[src/rtl/apb_regfile_responder.sv]
`timescale 1ns/1ps
`default_nettype none
// ============================================================================
//  Module      : apb_regfile_responder
//  Description : APB completer with a small register file.
//                addr 0          : read-only ID register (ID_VALUE)
//                addr 1          : CTRL, bits[2:0] = wait states per transfer
//                addr 2..N-1     : general read/write registers
//                addr >= N       : illegal, answered with pslverr
//  Ports       : pclk, rst            - clock, synchronous active-high reset
//                paddr, pwrite, psel,
//                penable, pwdata      - APB request from the initiator
//                prdata, pready,
//                pslverr              - registered APB response
//  Revision    : 1.0 - initial release
// ============================================================================
module apb_regfile_responder #(
   parameter int                 ADDR_W     = 4,
   parameter int                 DATA_W     = 8,
   parameter int                 NUM_REGS   = 16,
   parameter logic [DATA_W-1:0]  ID_VALUE   = 8'hA5,
   parameter int                 WAIT_RESET = 0
) (
   input  logic              pclk,
   input  logic              rst,
   input  logic [ADDR_W-1:0] paddr,
   input  logic              pwrite,
   input  logic              psel,
   input  logic              penable,
   input  logic [DATA_W-1:0] pwdata,
   output logic [DATA_W-1:0] prdata,
   output logic              pready,
   output logic              pslverr
);

   localparam logic [0:0]        S_IDLE     = 1'b0;
   localparam logic [0:0]        S_ACCESS   = 1'b1;
   localparam logic [ADDR_W:0]   c_NUM_REGS = (ADDR_W+1)'(NUM_REGS);
   localparam logic [DATA_W-1:0] c_CTRL_RST = DATA_W'(WAIT_RESET & 7);

   logic [0:0]        r_state;
   logic [ADDR_W-1:0] r_addr;
   logic              r_write;
   logic [DATA_W-1:0] r_wdata;
   logic [2:0]        r_cnt;
   logic              r_err;
   logic              r_pready;
   logic              r_pslverr;
   logic [DATA_W-1:0] r_prdata;
   // Index 0 is the constant ID, so storage starts at 1 (CTRL).
   logic [DATA_W-1:0] r_regs [1:NUM_REGS-1];

   logic              w_setup;
   logic              w_legal;
   logic              w_err;
   logic [2:0]        w_wait;
   logic [DATA_W-1:0] w_rdata;
   logic              w_commit;

   // A setup phase is recognised in either state so that a new transfer
   // can start on the edge right after a completion.
   assign w_setup  = psel & ~penable;
   assign w_legal  = ({1'b0, paddr} < c_NUM_REGS);
   assign w_err    = ~w_legal | (pwrite & (paddr == '0));
   assign w_wait   = r_regs[1][2:0];
   assign w_commit = (r_state == S_ACCESS) & psel & penable & r_pready
                   & r_write & ~r_err;

   // Read mux; illegal addresses fall through to zero.
   always_comb begin
      w_rdata = '0;
      if (paddr == '0) begin
         w_rdata = ID_VALUE;
      end
      for (int i = 1; i < NUM_REGS; i++) begin
         if (paddr == ADDR_W'(i)) begin
            w_rdata = r_regs[i];
         end
      end
   end

   always_ff @(posedge pclk) begin
      if (rst) begin
         for (int i = 1; i < NUM_REGS; i++) begin
            r_regs[i] <= (i == 1) ? c_CTRL_RST : '0;
         end
      end else begin
         for (int i = 1; i < NUM_REGS; i++) begin
            if (w_commit && (r_addr == ADDR_W'(i))) begin
               r_regs[i] <= r_wdata;
            end
         end
      end
   end

   always_ff @(posedge pclk) begin
      if (rst) begin
         r_state   <= S_IDLE;
         r_addr    <= '0;
         r_write   <= 1'b0;
         r_wdata   <= '0;
         r_cnt     <= 3'd0;
         r_err     <= 1'b0;
         r_pready  <= 1'b0;
         r_pslverr <= 1'b0;
         r_prdata  <= '0;
      end else if (w_setup) begin
         // Latch the whole request; the wait count is frozen here so a
         // later CTRL write cannot stretch or shorten this transfer.
         r_state   <= S_ACCESS;
         r_addr    <= paddr;
         r_write   <= pwrite;
         r_wdata   <= pwdata;
         r_cnt     <= w_wait;
         r_err     <= w_err;
         r_pready  <= (w_wait == 3'd0);
         r_pslverr <= w_err & (w_wait == 3'd0);
         r_prdata  <= w_rdata;
      end else if (r_state == S_ACCESS) begin
         if (!psel) begin
            // Abort: drop the transfer without writing.
            r_state   <= S_IDLE;
            r_pready  <= 1'b0;
            r_pslverr <= 1'b0;
         end else if (penable) begin
            if (r_pready) begin
               r_state   <= S_IDLE;
               r_pready  <= 1'b0;
               r_pslverr <= 1'b0;
            end else begin
               r_cnt     <= r_cnt - 3'd1;
               r_pready  <= (r_cnt == 3'd1);
               r_pslverr <= r_err & (r_cnt == 3'd1);
            end
         end
      end
   end

   assign prdata  = r_prdata;
   assign pready  = r_pready;
   assign pslverr = r_pslverr;

endmodule
`default_nettype wire

[config.mk]
export PLATFORM = sky130hd
export DESIGN_NAME = apb_regfile_responder
export DESIGN_NICKNAME = d
export VERILOG_FILES = /design/src/rtl/apb_regfile_responder.sv
export SDC_FILE = /design/constraint.sdc
export NUM_CORES = 1
export LEC_CHECK = 0
export ABC_CLOCK_PERIOD_IN_PS = 2200
export CORE_MARGIN = 2
export CORE_UTILIZATION = 50
export DETAILED_ROUTE_END_ITERATION = 8
export PLACE_DENSITY = 0.79
export RECOVER_POWER = 100
export SYNTH_ARGS = -nofsm -noshare
export SYNTH_HDL_FRONTEND = slang
export SYNTH_SLANG_ARGS = --single-unit
[constraint.sdc]
create_clock -name pclk -period 2.2 [get_ports pclk]
set_input_delay 0.55 -clock pclk [delete_from_list [all_inputs] [get_ports pclk]]
set_output_delay 0.55 -clock pclk [all_outputs]
set_load 0.01 [all_outputs]
# Word level (Yosys, flattened, before mapping)
# Memory sizes are Yosys's and may differ from the RTL's.
# Index checks and enable logic that the tools add are counted.
# totals
ram_bits	120
in_bits	17
mem_count	1
out_inout_bits	10
register_bits	28
word_cells	190
# mem_list
memory	words	word_bits	read_ports	rd_clocked_by_memory_dff	write_ports	line_no	text
r_regs	15	8	15	0	15	51	logic [DATA_W-1:0] r_regs [1:NUM_REGS-1];
# op_classes
n_eq_ne	33
n_bitwise	26
n_reduce_logical	22
mux	98
addsub	1
# op_table
op	count
8-bit 2-to-1 mux	31
4-bit == test, second input constant	16
1-bit 2-to-1 mux	62
4-bit by 3-bit == test with 1-bit output, second input constant	8
4-bit by 2-bit == test with 1-bit output, second input constant	4
1-bit logical AND	15
3-bit 2-to-1 mux	5
1-bit OR	15
1-bit AND	9
4-bit by 1-bit == test with 1-bit output, second input constant	2
2-bit nonzero test	3
4-bit zero test	1
4-bit AND reduction	1
3-bit by 1-bit == test with 1-bit output, second input constant	1
3-bit zero test	1
3-bit by 1-bit != test with 1-bit output, second input constant	1
3-bit by 1-bit subtractor with 3-bit output, second input constant	1
2-bit by 1-bit != test with 1-bit output, second input constant	1
1-bit NOT	2
2-bit AND reduction	1

# Depth between registers and ports, before layout
# logic_depth
depth_word	17
mapped_depth	8
depth_no_buf	6

# Worst setup path after synthesis
# No wires, ideal clock.
# synth_timing
kind	input-to-reg
startpoint	input psel
endpoint	register r_regs[0][32] (netlist name)
path_stages	5
t_required_ns	1.874
n_path_buf	1
arrival_time_ns	1.819
setup_ns	0.326
path_slack_ns	0.055
path_cell_list	buf_2 > nand4_1 > nor3b_4 > nor3b_1 > a21o_1
# synth_lines
element	line_no	text
start: declaration	28	input logic psel,

# Worst setup path after layout
# layout_timing
startpoint	input paddr[3]
endpoint	register r_prdata[5] (netlist: prdata[5])
# layout_between
elab_chain_len	17
word_cells_on_any_way	32
classes_between	eq/ne (15); mux (16); reduce/logical (1)
# layout_rtl
element	line_no	text
start: declaration	26	input logic [ADDR_W-1:0] paddr,
4-bit zero test	72	if (paddr == '0) begin
8-bit 2-to-1 mux	72	
8-bit 2-to-1 mux (14 in series)	76	if (paddr == ADDR_W'(i)) begin
8-bit 2-to-1 mux (*)	76	
end signal: assignment	118	r_prdata <= w_rdata;
end: declaration	49	logic [DATA_W-1:0] r_prdata;
# Mark *: on every way between the ends. The rest lies on a longest branch, timed or not.
# A chain may end at the register's enable or synchronous reset.

==> run metrics <==
status=completed; P&R area growth vs syn=22.1%; area of the die=15500 um2; area leader, netlist=edfxtp_1; drt pass-1 iters=5; Die Span X=124 um; # rows=43; drt drc=0; main area contributors after synthesis=edfxtp_1, and2_1, dfxtp_1; Pins Over Slew Limit=0; Most used DFF post-synth=edfxtp_1; routed vias=5602; Final Hold Fails=0; Async SR Flop Fraction=0%; Fmax achieved=457 MHz; worst slew pin tran=between 800 and 900 ps; number of DRC markers in iteration 0=687; drt via density=6.04; initial antenna violation count=0; R2R setup slack=240 ps; Die Span Y=124 um; crit end category=register; Max Cap Violations=0; clk_skew=8.68 ps; Syn Nets=665; input/output buffers=26; fin nets=~750; flops & latches, synth=between 100 and 150; hold_buf cts=0; Setup CP Type=primary input to register; RSZ-0062 raised after global routing=yes; gp weighted congestion=0.968; CP Data Required Time=2540 ps; placed insts=896; GR Overflow Total=0; antenna-violating nets left=0; Startpoint Class=primary input; Max clock buf depth=2; Non-Filler Instances=928; placed instance area=8320 um2; clock root buffer=clkbuf_16; post-synthesis sequential area ratio=57.5%; Min-Delay Path Depth=2; Netlist cell types=68; Worst Path Max Fanout=7; pwr/cell area=778 nW/um2; syn avg cell area=11.2 um2; Worst Reg-to-Reg Cells=6; # diodes=0; global router's overall resource usage=27.3%; Mapped Area=7240 um2; core footprint=14000 um2; Ports=27; Clock Sinks=148; largest net degree at the start of global routing=21; clock-pin slew on the worst setup and hold paths=around 60 ps; Rel. slew slack=41.4%; first-pass GRT wire length=32.2 mm; Ys Warns=0; Final Setup Violations=0; final core occ=63.2%; Starting Density=51.8%; area of all placed cells without fillers=8840 um2; Synth Instances=between 600 and 700; clock buffer count from CTS=17; Pleak=3.36 nW; Final min period=2190 ps; EDFF count, synth=120; post-synth top area share=approximately half; dpl hpwl=around 14 mm; worst hold path class=register to register; Max IR drop VDD=659 uV; H-tree levels=4; Arrival @ worst endpoint=around 2500 ps; worst skew pair latency=430 ps; Routed WL=between 20 and 25 mm; wire length per cell=21.8 um; setup repair bufs after CTS=0; vias in the first global route=5721; Tcrit/Tclk final=99.5%; share of layout cells above drive strength 1=slightly below 20%; TritonCTS clock tree=yes
[path summary, 6_finish.rpt]
kind             from             to
max          paddr[3]      prdata[5]
min          r_cnt[1]       r_cnt[1]
max reg2reg   r_state  r_regs[0][36]
min reg2reg  r_cnt[1]       r_cnt[1]
[worst max-delay path, stage by stage]
cell and delay (ps):
clkdlybuf4s50_1 480, buf_4 190, nand2b_1 200, a2111oi_1 580
nor3_1 140, buf_4 170, o32ai_1 210
[logic make-up after synthesis]
kind of cell	after synthesis	share of synthesized area, %
multiplexers	20	3.21
AO/OA/AOI/OAI	134	12.5
adder cells (fa/ha/maj)	2	0.345
AND/OR/NAND/NOR	290	23.1
flip-flops	148	57.5
buffers and inverters	52	3.33
[placed cells by master, fill, tap and decap left out, types with 17 or more instances in the layout]
| cell type | instances |
|---|---|
| edfxtp_1 | 120 |
| and2_1 | 88 |
| buf_4 | 68 |
| nand2_1 | 51 |
| a21oi_1 | 44 |
| and2_0 | 34 |
| dfxtp_1 | 28 |
| nor2_1 | 27 |
| clkbuf_16 | 17 |
[registers in the layout, summed over array words and instances, names as in the netlist]
register  count
pready        1
r_err         1
r_state       1
r_cnt         3
prdata        8
r_wdata       8
pslverr       1
r_write       1
r_addr        4
r_regs      120
[metal layers]
layer  track usage (%)  up-vias  part of all wire, %
li1                  -     2527                    -
met1              35.4     2716                   40
met2              42.2      285                   47
met3              7.90       74                  8.6
met4              13.2        0                  4.7
met5                 0        -                    0
[repair_timing]
action / CTS / global route
endpoints found under the setup margin: 2 / 39
gates cloned: 0 / 0
hold endpoints to repair: 0 / 0
gates resized for setup: 2 / 8
pin swaps: 0 / 1
[stage by stage]
step / setup WS [ps] / power, mW / setup TNS, ps / hold slack (ps)
detailed placement: -511 / 3.87 / -55010 / 452
floorplan: 54.9 / 3.53 / 0 / 432
global placement: -447 / 3.85 / -49990 / 445
finish: 10.8 / 6.88 / 0 / 458
global route: -66.2 / 7.06 / -2550 / 480
CTS: 42.5 / 6.91 / 0 / 461
[cells in the mapped netlist, types with 3 or more instances]
| master | instances |
|---|---|
| and2_1 | 122 |
| edfxtp_1 | 120 |
| nand2_1 | 51 |
| a21oi_1 | 44 |
| dfxtp_1 | 28 |
| nor2_1 | 28 |
| clkbuf_1 | 19 |
| nor3_1 | 14 |
| o21ai_0 | 14 |
| a21o_1 | 13 |
| buf_2 | 13 |
| mux2i_1 | 12 |
| nor2_2 | 11 |
| nor2b_1 | 11 |
| nand2b_1 | 10 |
| buf_4 | 8 |
| inv_1 | 8 |
| nand3_1 | 8 |
| mux2_2 | 6 |
| o221ai_1 | 6 |
| o22ai_1 | 6 |
| a31o_2 | 5 |
| and3_1 | 5 |
| nand4_1 | 5 |
| o211ai_1 | 5 |
| a211oi_1 | 4 |
| a22oi_1 | 4 |
| nor2_4 | 4 |
| o2111ai_1 | 4 |
| buf_1 | 3 |
| nand3b_1 | 3 |
| nor4_1 | 3 |
| o311ai_0 | 3 |
| o32ai_1 | 3 |
[power breakdown]
| part | internal, mW | total (mW) | leakage, nW | switching [mW] |
|---|---|---|---|---|
| Combinational | 0.260 | 0.583 | 1.59 | 0.322 |
| Clock | 1.98 | 3.08 | 0.299 | 1.10 |
| Sequential | 3.12 | 3.22 | 1.47 | 0.0998 |
[cell type report]
| type | count | area [um2] |
|---|---|---|
| multi-input combinational | 446 | 2850 |
| inverter | 9 | 33.8 |
| tap | 180 | 225 |
| clock inverter | 14 | 190 |
| sequential | 148 | 4160 |
| fill | 1110 | 5150 |
| timing repair buffer | 113 | 950 |
| clock buffer | 18 | 429 |
Power figures use the tool's default switching activity.
